**config.mk**
```make
export PLATFORM = sky130hd
export DESIGN_NAME = hit_resolver
export DESIGN_NICKNAME = d
export VERILOG_FILES = /design/src/rtl/hit_resolver_pkg.sv /design/src/rtl/hit_resolver_attack_hit_detect.sv /design/src/rtl/hit_resolver.sv
export SDC_FILE = /design/constraint.sdc
export NUM_CORES = 1
export LEC_CHECK = 0
export CORE_UTILIZATION = 45
export DETAILED_ROUTE_END_ITERATION = 10
export PLACE_DENSITY = 0.73
export SLEW_MARGIN = 20
export SYNTH_ARGS = -nofsm -noshare
export SYNTH_HDL_FRONTEND = slang
export SYNTH_HIERARCHICAL = 1
export SYNTH_SLANG_ARGS = --single-unit
```
**constraint.sdc**
```tcl
create_clock -name CLOCK -period 4.6 [get_ports CLOCK]
set_input_delay 0.69 -clock CLOCK [delete_from_list [all_inputs] [get_ports CLOCK]]
set_output_delay 0.69 -clock CLOCK [all_outputs]
set_load 0.05 [all_outputs]
```
**src/rtl/hit_resolver_pkg.sv**
```systemverilog
// ----------------------------------------------------------------------------
// hit_resolver_pkg
// Shared definitions for the fighter character logic: the 4-bit character
// STATE encodings (used by both the char state handlers and hit_resolver),
// default stun lengths, winner encodings and a small active-attack helper.
// ----------------------------------------------------------------------------
package hit_resolver_pkg;

    typedef enum logic [3:0] {
        S_IDLE           = 4'd0,
        S_MOVE_FWD       = 4'd1,
        S_MOVE_BACK      = 4'd2,
        S_JUMP           = 4'd3,
        S_ATTACK         = 4'd4,
        S_ATTACK_END     = 4'd5,
        S_BLOCK          = 4'd6,
        S_DIR_ATTACK     = 4'd7,
        S_DIR_ATTACK_END = 4'd8,
        S_STUN           = 4'd9
    } char_state_e;

    localparam logic [4:0] HIT_STUN_DEF   = 5'd10;
    localparam logic [4:0] BLOCK_STUN_DEF = 5'd4;

    localparam logic [1:0] WIN_NONE = 2'b00;
    localparam logic [1:0] WIN_P1   = 2'b01;
    localparam logic [1:0] WIN_P2   = 2'b10;
    localparam logic [1:0] WIN_DRAW = 2'b11;

    // True for either attacking state; codes >= 4'b1010 fall through as idle.
    function automatic logic is_attack_state(input logic [3:0] st);
        return (st == S_ATTACK) || (st == S_DIR_ATTACK);
    endfunction

endpackage

```
**src/rtl/hit_resolver_attack_hit_detect.sv**
```systemverilog
// ----------------------------------------------------------------------------
// attack_hit_detect
// Decides whether one attacker's current attack may resolve this frame and
// keeps the consumed latch that limits each attack to a single resolution.
// Ports:
//   i_clk, i_rst     frame clock, synchronous active-high reset
//   i_enable         game-running qualifier
//   i_game_over      round finished; no more resolution
//   i_state          attacker STATE code
//   i_dist           |pos_p1 - pos_p2|, 11 bits
//   i_range          reach of a neutral attack
//   i_dir_range      reach of a directional attack
//   o_eligible       attack connects with the defender this frame
// ----------------------------------------------------------------------------
module attack_hit_detect
    import hit_resolver_pkg::*;
(
    input  logic        i_clk,
    input  logic        i_rst,
    input  logic        i_enable,
    input  logic        i_game_over,
    input  logic [3:0]  i_state,
    input  logic [10:0] i_dist,
    input  logic [10:0] i_range,
    input  logic [10:0] i_dir_range,
    output logic        o_eligible
);

    logic r_consumed;
    logic w_in_range;

    assign w_in_range = ((i_state == S_ATTACK)     && (i_dist <= i_range)) ||
                        ((i_state == S_DIR_ATTACK) && (i_dist <= i_dir_range));

    assign o_eligible = w_in_range && !r_consumed && i_enable && !i_game_over;

    // Set once the attack resolves; re-armed only when the attacker leaves
    // both attacking states (or the game is paused).
    always_ff @(posedge i_clk) begin
        if (i_rst)
            r_consumed <= 1'b0;
        else if (!i_enable)
            r_consumed <= 1'b0;
        else if (o_eligible)
            r_consumed <= 1'b1;
        else if (!is_attack_state(i_state))
            r_consumed <= 1'b0;
    end

endmodule

```
**src/rtl/hit_resolver.sv**
```systemverilog
// ----------------------------------------------------------------------------
// hit_resolver
// Resolves attacks between P1 (left) and P2 (right), emits one-frame stun
// load pulses back to the char state handlers, tracks health and declares
// the round winner. All outputs registered, one CLOCK of latency.
// Ports:
//   CLOCK, RESET                    frame clock, synchronous active-high reset
//   enable                          game-running qualifier
//   state_p1/p2, block_p1/p2        handler STATE codes and block flags
//   pos_p1/p2                       X positions (unsigned pixels)
//   load_frame_p1/p2                one-cycle stun load to each handler
//   health_p1/p2                    remaining health
//   hit_p1/p2                       strobe: that player landed a (blocked) hit
//   game_over, winner               sticky round result
// ----------------------------------------------------------------------------
module hit_resolver
    import hit_resolver_pkg::*;
#(
    parameter int         ATTACK_RANGE     = 64,
    parameter int         DIR_ATTACK_RANGE = 96,
    parameter logic [4:0] HIT_STUN         = HIT_STUN_DEF,
    parameter logic [4:0] BLOCK_STUN       = BLOCK_STUN_DEF,
    parameter int         HEALTH_INIT      = 3
) (
    input  logic       CLOCK,
    input  logic       RESET,
    input  logic       enable,
    input  logic [3:0] state_p1,
    input  logic [3:0] state_p2,
    input  logic       block_p1,
    input  logic       block_p2,
    input  logic [9:0] pos_p1,
    input  logic [9:0] pos_p2,
    output logic [4:0] load_frame_p1,
    output logic [4:0] load_frame_p2,
    output logic [1:0] health_p1,
    output logic [1:0] health_p2,
    output logic       hit_p1,
    output logic       hit_p2,
    output logic       game_over,
    output logic [1:0] winner
);

    localparam logic [1:0] HEALTH_RST = 2'(HEALTH_INIT);

    logic [10:0] w_dist;
    logic        w_elig_p1, w_elig_p2;
    logic [4:0]  w_load_p1, w_load_p2;
    logic        w_hit_p1, w_hit_p2;
    logic [1:0]  w_health_p1, w_health_p2;

    assign w_dist = (pos_p1 >= pos_p2) ? {1'b0, pos_p1 - pos_p2}
                                       : {1'b0, pos_p2 - pos_p1};

    attack_hit_detect u_atk_p1 (
        .i_clk       (CLOCK),
        .i_rst       (RESET),
        .i_enable    (enable),
        .i_game_over (game_over),
        .i_state     (state_p1),
        .i_dist      (w_dist),
        .i_range     (11'(ATTACK_RANGE)),
        .i_dir_range (11'(DIR_ATTACK_RANGE)),
        .o_eligible  (w_elig_p1)
    );

    attack_hit_detect u_atk_p2 (
        .i_clk       (CLOCK),
        .i_rst       (RESET),
        .i_enable    (enable),
        .i_game_over (game_over),
        .i_state     (state_p2),
        .i_dist      (w_dist),
        .i_range     (11'(ATTACK_RANGE)),
        .i_dir_range (11'(DIR_ATTACK_RANGE)),
        .o_eligible  (w_elig_p2)
    );

    // Both directions resolve independently so a same-frame trade lands
    // on both characters. A stunned defender absorbs the attack silently.
    always_comb begin
        w_load_p1   = 5'd0;
        w_load_p2   = 5'd0;
        w_hit_p1    = 1'b0;
        w_hit_p2    = 1'b0;
        w_health_p1 = health_p1;
        w_health_p2 = health_p2;

        if (w_elig_p1 && (state_p2 != S_STUN)) begin
            w_hit_p1 = 1'b1;
            if (block_p2) begin
                w_load_p2 = BLOCK_STUN;
            end else begin
                w_load_p2   = HIT_STUN;
                w_health_p2 = (health_p2 == 2'd0) ? 2'd0 : health_p2 - 2'd1;
            end
        end

        if (w_elig_p2 && (state_p1 != S_STUN)) begin
            w_hit_p2 = 1'b1;
            if (block_p1) begin
                w_load_p1 = BLOCK_STUN;
            end else begin
                w_load_p1   = HIT_STUN;
                w_health_p1 = (health_p1 == 2'd0) ? 2'd0 : health_p1 - 2'd1;
            end
        end
    end

    always_ff @(posedge CLOCK) begin
        if (RESET) begin
            load_frame_p1 <= 5'd0;
            load_frame_p2 <= 5'd0;
            hit_p1        <= 1'b0;
            hit_p2        <= 1'b0;
            health_p1     <= HEALTH_RST;
            health_p2     <= HEALTH_RST;
            game_over     <= 1'b0;
            winner        <= WIN_NONE;
        end else if (enable && !game_over) begin
            load_frame_p1 <= w_load_p1;
            load_frame_p2 <= w_load_p2;
            hit_p1        <= w_hit_p1;
            hit_p2        <= w_hit_p2;
            health_p1     <= w_health_p1;
            health_p2     <= w_health_p2;
            if ((w_health_p1 == 2'd0) || (w_health_p2 == 2'd0)) begin
                game_over <= 1'b1;
                if (w_health_p1 == 2'd0 && w_health_p2 == 2'd0)
                    winner <= WIN_DRAW;
                else if (w_health_p2 == 2'd0)
                    winner <= WIN_P1;
                else
                    winner <= WIN_P2;
            end
        end else begin
            // Paused or round over: health and result hold, pulses drop.
            load_frame_p1 <= 5'd0;
            load_frame_p2 <= 5'd0;
            hit_p1        <= 1'b0;
            hit_p2        <= 1'b0;
        end
    end

endmodule

```
==> summary.md, run 1 <==
| Metric | Value |
|---|---|
| CTS clk-pin slew, worst paths | 0.06 ns |
| Fin cells | slightly above 600 |
| Total die area | 0.00639 mm2 |
| Power per Cell Area | 214 mW/mm2 |
| Synth Flop Type | dfxtp_1 |
| Final routed DRC violation total | 0 |
| Worst hold margin | 0.468 ns |
| Maxcap violations | 0 |
| CP cell instances | clkdlybuf4s50_1 -> inv_2 -> ha_4 -> and2_2 -> buf_4 -> and3_1 -> a21oi_1 -> mux2i_1 -> xor2_1 -> buf_4 -> ha_4 -> nand3_2 -> or3_4 -> nor4_4 -> a211oi_2 -> nand2_1 -> nand2_2 -> or3_4 -> o32a_1 |
| Syn-to-layout area delta | 68.0% |
| Initial Util | 46.4% |
| CTS Buffer Depth | 2 |
| Worst Setup Start Kind | input port |
| Design area | between 0.004 and 0.005 mm2 |
| PnR worst setup slack | roughly 0.094 ns |
| Drt wl/cell | 15.2 um |
| Post-synth ARST share | 0% |
| Dpl hpwl | 5450 um |
| GRT Residual Overflow | 0 |
| Setup-failing EPs final | 0 |
| Final GP Congestion | 0.860 |
| Synth warn | 6 |
| Max incr delay on CP | 0.50 ns |
| Row Count | 28 |
| TritonRoute pass-1 iters | 4 |
| Num CTS Buffers | 3 |
| Final Skew | 0.00362 ns |
| IO buf count | 47 |
| Outcome | complete, no violations |
| Dpl ws | -0.484 ns |
| Sequential area share after synthesis | 11.0% |
| Setup CP Type | in2reg |
| Share of cells above drive strength 1 | a little under a third |
| CP bufs+invs | 4 |
| GRT Util Overall | between 20% and 30% |
| Vias per cell | 5.17 |
| Post-route minimum period | ~4.5 ns |
| Seq pwr share | about an eighth |
| Ports | 52 |
| Leak | 2.24 nW |
| Min-delay worst type | reg2reg |
| Clk pwr share | 11.0% |
| Worst Path Required | roughly 4.7 ns |
| Netlist cell types | 57 |
| CTS root buf | clkbuf_8 |
| Rel. slew slack | 66.5% |
| Hold Violations, Final | 0 |
| Routed WL | just over 9000 um |
| Cells after Synth | ~360 |
| Fmax | 0.222 GHz |
| #FFs+latches synth | 15 |
| # H-tree levels | 1 |
| Synthesized area | 0.00273 mm2 |
| Die width | 79.9 um |
| Worst path slowest cell | clkdlybuf4s50_1 |
| Dpl cells | 588 |
| Internal | roughly 550 uW |
| Clk_lat worst skew | 0.25 ns |
| Antenna-violating nets left | 0 |
| Maximum VDD drop | approximately 0.2 mV |
| Clock Sinks | 15 |
| Crit Path Max Fanout | 3 |
| Vias in the first global route | 2849 |
| Avg Cell Area, Syn | 7.57 um2 |
| TritonCTS clock tree | built |
| Final net count | ~630 |
| Die height | 79.9 um |
| Tot Pwr | 982 uW |
| Worst-Margin Slew | 0.501 ns |
| First-pass GRT wire length | 12300 um |
| Post-synth EDFFs | 0 |
| NetSw | 432 uW |
| Vias post-DR | 3140 |
| DP Area | 0.00390 mm2 |
| Comb pwr share | 75.7% |
| Crit end category | flip-flop |
| Cts hold-fix bufs | 0 |
| Iter 0 DRT Violations | 136 |
| Fin crit share | 98.0% |
| Sw frac | between 40% and 50% |
| Antenna cells | 0 |
| Pin count of the biggest net entering global routing | 12 |
| Initial antenna violation count | 0 |
| Arr. time, crit path | 4.64 ns |
| Final Slew Violations | 0 |
| Core Area | between 0.005 and 0.006 mm2 |
| CP top delay family | simple AND/OR/NAND/NOR gates |
cells by family (layout without fill, tap and decap cells):
| logic type | count (synthesis) | in the layout | synth area share, % |
|---|---|---|---|
| AND/OR/NAND/NOR | 96 | 96 | 19.9 |
| buffers and inverters | 84 | 205 | 12.8 |
| AO/OA/AOI/OAI | 81 | 81 | 19.5 |
| adder cells (fa/ha/maj) | 65 | 65 | 30.3 |
| flip-flops | 15 | 15 | 11.0 |
| multiplexers | 10 | 10 | 3.71 |
| XOR/XNOR | 8 | 8 | 2.56 |
| other | 2 | 52 | 0.275 |
registers in the layout, summed over array words and instances (netlist names):
register	count
hit_p1	1
u_atk_p2/r_consumed	1
health_p1	2
health_p2	2
u_atk_p1/r_consumed	1
winner	2
load_frame_p1	2
load_frame_p2	2
game_over	1
hit_p2	1
worst reg2reg max path, stage by stage, from the launching register on:
cell	delay, ns
dfxtp_1	0.37
nor2_1	0.15
nand4_1	0.24
a2111oi_4	0.36
a211oi_2	0.13
nand2_1	0.09
nand2_2	0.07
or3_4	0.33
o32a_1	0.34
stage by stage:
stage                     utilization (%)  TNS, ns
after floorplan                         -        0
after global placement               66.2    -3.37
after detailed placement             66.2    -4.65
after CTS                            72.2        0
after global routing                 78.0   -0.154
final                                78.0        0
per-layer routing:
metal  global-route usage (%)  vias to the layer above  wire length [um]
met1                     26.5                     1460              3760
met4                     10.5                        0               427
li1                         -                     1525                 -
met5                        0                        -                 0
met2                     46.3                      123              4660
met3                     2.06                       32               407
worst paths after layout:
check	to	cells past startpoint	from	slack (ns)
setup reg to reg	health_p1[1]$_SDFFE_PP1P_	8	game_over$_SDFFE_PP0P_	2.41
hold / removal	winner[0]$_SDFFE_PP0P_	2	winner[0]$_SDFFE_PP0P_	0.47
setup / recovery	health_p1[1]$_SDFFE_PP1P_	19	pos_p1[6]	0.09
hold reg to reg	winner[0]$_SDFFE_PP0P_	2	winner[0]$_SDFFE_PP0P_	0.47
what timing repair did:
| action | in CTS | in global routing |
|---|---|---|
| buffers inserted | 14 | 4 |
| setup endpoints to repair | 11 | 12 |
| gates resized for setup | 41 | 68 |
| pin swaps | 31 | 31 |
power by group through the flow:
stage	Combinational [mW]	Sequential (mW)	Clock, mW
floorplan	0.316	0.136	0
global placement	0.506	0.134	0
detailed placement	0.518	0.134	0
CTS	0.599	0.131	0.108
global route	0.808	0.131	0.113
finish	0.744	0.131	0.108
layout make-up:
type / count / area (um2)
Multi-Input combinational cell: 312 / 2780
Fill cell: 392 / 1290
Timing Repair Buffer: 126 / 1090
Sequential cell: 15 / 300
Inverter: 75 / 282
Tap cell: 75 / 93.8
Clock buffer: 4 / 45.0
cells in the final DEF, fill, tap and decap left out, types with 5 or more instances in the layout:
cell,instances
clkdlybuf4s50_1,32
inv_1,67
ha_4,16
mux2i_4,5
a21oi_1,26
nand3_1,9
o21ai_1,9
a21oi_2,5
dfxtp_1,15
nor2_1,13
conb_1,52
nand3_2,5
nand2_1,26
inv_2,7
dlymetal6s2s_1,12
buf_4,75
o21ai_0,9
ha_1,46
synthesized netlist by cell type (all sizes together) (3+ instances only):
master	n	area, um2
xor2	3	26.3
a21o	3	22.5
nor2b	4	32.5
a21oi	31	155
nand4	3	25.0
nand2b	3	21.3
and3	4	25.0
mux2i	9	90.1
ha	63	788
or3	3	23.8
xnor2	5	43.8
a211oi	5	37.5
nand3	14	70.1
dfxtp	15	300
o21ai	20	100
nor3	6	35.0
buf	8	63.8
nor2	14	55.1
inv	74	278
and2	7	51.3
o211ai	4	30.0
nand2	28	105
a311oi	3	32.5
a31oi	4	25.0
No activity file was read; power rests on OpenSTA's default activity.
==> inputs of run 2 (changes only) <==
--- a/config.mk
+++ b/config.mk
@@ -7,8 +7,8 @@
 export LEC_CHECK = 0
 export CORE_UTILIZATION = 45
 export DETAILED_ROUTE_END_ITERATION = 10
+export MAX_ROUTING_LAYER = met4
 export PLACE_DENSITY = 0.73
-export SLEW_MARGIN = 20
 export SYNTH_ARGS = -nofsm -noshare
 export SYNTH_HDL_FRONTEND = slang
 export SYNTH_HIERARCHICAL = 1
==> summary.md, run 2 (same netlist as run 1, synthesis figures left out) <==
| Metric | Value |
|---|---|
| Design area | 0.00447 mm2 (was 0.00459 mm2) |
| Routed WL | 8370 um (was 9250 um) |
| Antenna-violating nets left | 0 (unchanged) |
| Syn-to-layout area delta | 63.7% (was 68.0%) |
| Drt wl/cell | 14.0 um (was 15.2 um) |
| Arr. time, crit path | 4.59 ns (was 4.64 ns) |
| Maximum VDD drop | 0.180 mV (was 0.195 mV) |
| Seq pwr share | 13.8% (was 13.3%) |
| Crit end category | flip-flop (unchanged) |
| Worst Path Required | 4.72 ns (was 4.74 ns) |
| Hold Violations, Final | 0 (unchanged) |
| Post-route minimum period | 4.46 ns (was 4.51 ns) |
| Iter 0 DRT Violations | 91 (was 136) |
| Clock Sinks | 15 (unchanged) |
| First-pass GRT wire length | 11600 um (was 12300 um) |
| Min-delay worst type | reg2reg (unchanged) |
| Met2 usage | 45.6% (was 46.3%) |
| Area of the multi-input gates | 0.00272 mm2 (was 0.00278 mm2) |
| Vias post-DR | 3028 (was 3140) |
| Fin crit share | 97.0% (was 98.0%) |
| Final net count | 623 (was 631) |
| Clk pwr share | 11.2% (was 11.0%) |
| GR peak layer | met2 (unchanged) |
| Storage element area | 300 um2 (unchanged) |
| Initial Util | 46.4% (unchanged) |
| Antenna cells | 0 (unchanged) |
| Dpl ws | -0.501 ns (was -0.484 ns) |
| IO buf count | 47 (unchanged) |
| Met1 Use GR | 23.7% (was 26.5%) |
| DP Area | 0.00388 mm2 (was 0.00390 mm2) |
| Tot Pwr | 947 uW (was 982 uW) |
| Setup CP Type | in2reg (unchanged) |
| GRT Residual Overflow | 0 (unchanged) |
| Ports | 52 (unchanged) |
| Die width | 79.9 um (unchanged) |
| Worst Setup Start Kind | input port (unchanged) |
| Num CTS Buffers | 3 (unchanged) |
| CTS root buf | clkbuf_8 (unchanged) |
| Clk_lat worst skew | 0.25 ns (about the same) |
| NetSw | 413 uW (was 432 uW) |
| Worst hold margin | 0.487 ns (was 0.468 ns) |
| RSZ-0062 raised after global routing | true |
| Core Area | 0.00589 mm2 (unchanged) |
| Die height | 79.9 um (unchanged) |
| Commonest non-fill, non-tap cell in the layout | inv_1 (was buf_4) |
| Met3 global-route usage | 1.60% (was 2.06%) |
| Outcome | complete, no violations (unchanged) |
| Final Skew | 0.00632 ns (was 0.00362 ns) |
| Worst-Margin Slew | 0.505 ns (was 0.501 ns) |
| # H-tree levels | 1 (unchanged) |
| Setup-failing EPs final | 0 (unchanged) |
| Vias in the first global route | 2834 (was 2849) |
| Pin count of the biggest net entering global routing | 12 (unchanged) |
| Dpl hpwl | 5670 um (was 5450 um) |
| TritonRoute pass-1 iters | 4 (unchanged) |
| Worst-case reg-to-reg path depth | 8 (unchanged) |
| Sw frac | 43.6% (was 44.0%) |
| Final routed DRC violation total | 0 (unchanged) |
| PnR worst setup slack | 0.138 ns (was 0.0939 ns) |
| Leak | 2.16 nW (was 2.24 nW) |
| Commonest non-fill, non-tap cells in the layout | inv_1, buf_4, conb_1, ha_1, clkdlybuf4s50_1 (was buf_4, inv_1, conb_1, ha_1, clkdlybuf4s50_1) |
| CTS Buffer Depth | 2 (unchanged) |
| Final GP Congestion | 0.906 (was 0.860) |
| Internal | 534 uW (was 550 uW) |
| Crit Path Max Fanout | 6 (was 3) |
| Final core utilization | 76.0% (was 78.0%) |
| Fillers | 407 (was 392) |
| Fmax | 0.224 GHz (was 0.222 GHz) |
| Row Count | 28 (unchanged) |
| Power per Cell Area | 212 mW/mm2 (was 214 mW/mm2) |
| Vias per cell | 5.06 (was 5.17) |
| Maxcap violations | 0 (unchanged) |
| CTS clk-pin slew, worst paths | 0.06 ns (about the same) |
| Share of cells above drive strength 1 | 29.2% (was 31.6%) |
| Dpl cells | 586 (was 588) |
| Cts hold-fix bufs | 0 (unchanged) |
| GRT Util Overall | 23.0% (was 24.1%) |
| Final Slew Violations | 0 (unchanged) |
| Hold Crit Depth | 2 (unchanged) |
| Fin cells | 599 (was 607) |
| Total die area | 0.00639 mm2 (unchanged) |
| Initial antenna violation count | 0 (unchanged) |
| Comb pwr share | 75.0% (was 75.7%) |
| TNS Setup | 0 ns (unchanged) |
| TritonCTS clock tree | built (unchanged) |
| Rel. slew slack | 66.2% (was 66.5%) |
-- run 2: repair_timing --
item / CTS / global route
setup endpoints to repair: 11 / 13
pin swaps: 17 / 26
gates resized for setup: 27 / 62
setup buffers: 5 / 4
-- run 2: critical path, cell delays in order --
cell and delay, ns:
clkdlybuf4s50_1 0.48, inv_1 0.05, ha_1 0.37, a21o_1 0.19, a21oi_1 0.23, nand2_2 0.13, a21oi_2 0.19, mux2i_4 0.11
xor2_4 0.18, buf_4 0.17, ha_1 0.30, nand3_1 0.12, nor3_2 0.21, nor4b_4 0.24, a221oi_2 0.06, nand2_1 0.08
nand2_1 0.06, or2_1 0.22, a211o_1 0.36, nand2_2 0.09, a21oi_2 0.05
-- run 2: layout make-up --
cell class | count | share of cell area (%)
clock buffers | 3 | 0.923
clock inverters | 1 | 0.112
inverters | 75 | 6.29
multi-input cells | 312 | 60.7
flip-flops and latches | 15 | 6.71
well taps | 75 | 2.10
repair buffers | 118 | 23.1
-- run 2: worst paths after layout --
path                     startpoint                        end  slack, ns
max                       pos_p1[3]     winner[1]$_SDFFE_PP0P_       0.14
min          winner[1]$_SDFFE_PP0P_     winner[1]$_SDFFE_PP0P_       0.49
max reg2reg  game_over$_SDFFE_PP0P_  health_p1[1]$_SDFFE_PP1P_       2.44
min reg2reg  winner[1]$_SDFFE_PP0P_     winner[1]$_SDFFE_PP0P_       0.49
-- run 2: power by group through the flow --
| stage | Combinational, mW | Clock, mW | Sequential (mW) |
|---|---|---|---|
| global placement | 0.503 | 0 | 0.134 |
| detailed placement | 0.521 | 0 | 0.134 |
| floorplan | 0.316 | 0 | 0.136 |
| finish | 0.710 | 0.106 | 0.131 |
| CTS | 0.579 | 0.107 | 0.131 |
| global route | 0.777 | 0.112 | 0.131 |
-- run 2: layer usage --
layer | wire (um) | part of all wire, %
met2 | 4610 | 55
met5 | 0 | 0
met4 | 300 | 3.6
met3 | 272 | 3.2
met1 | 3190 | 38
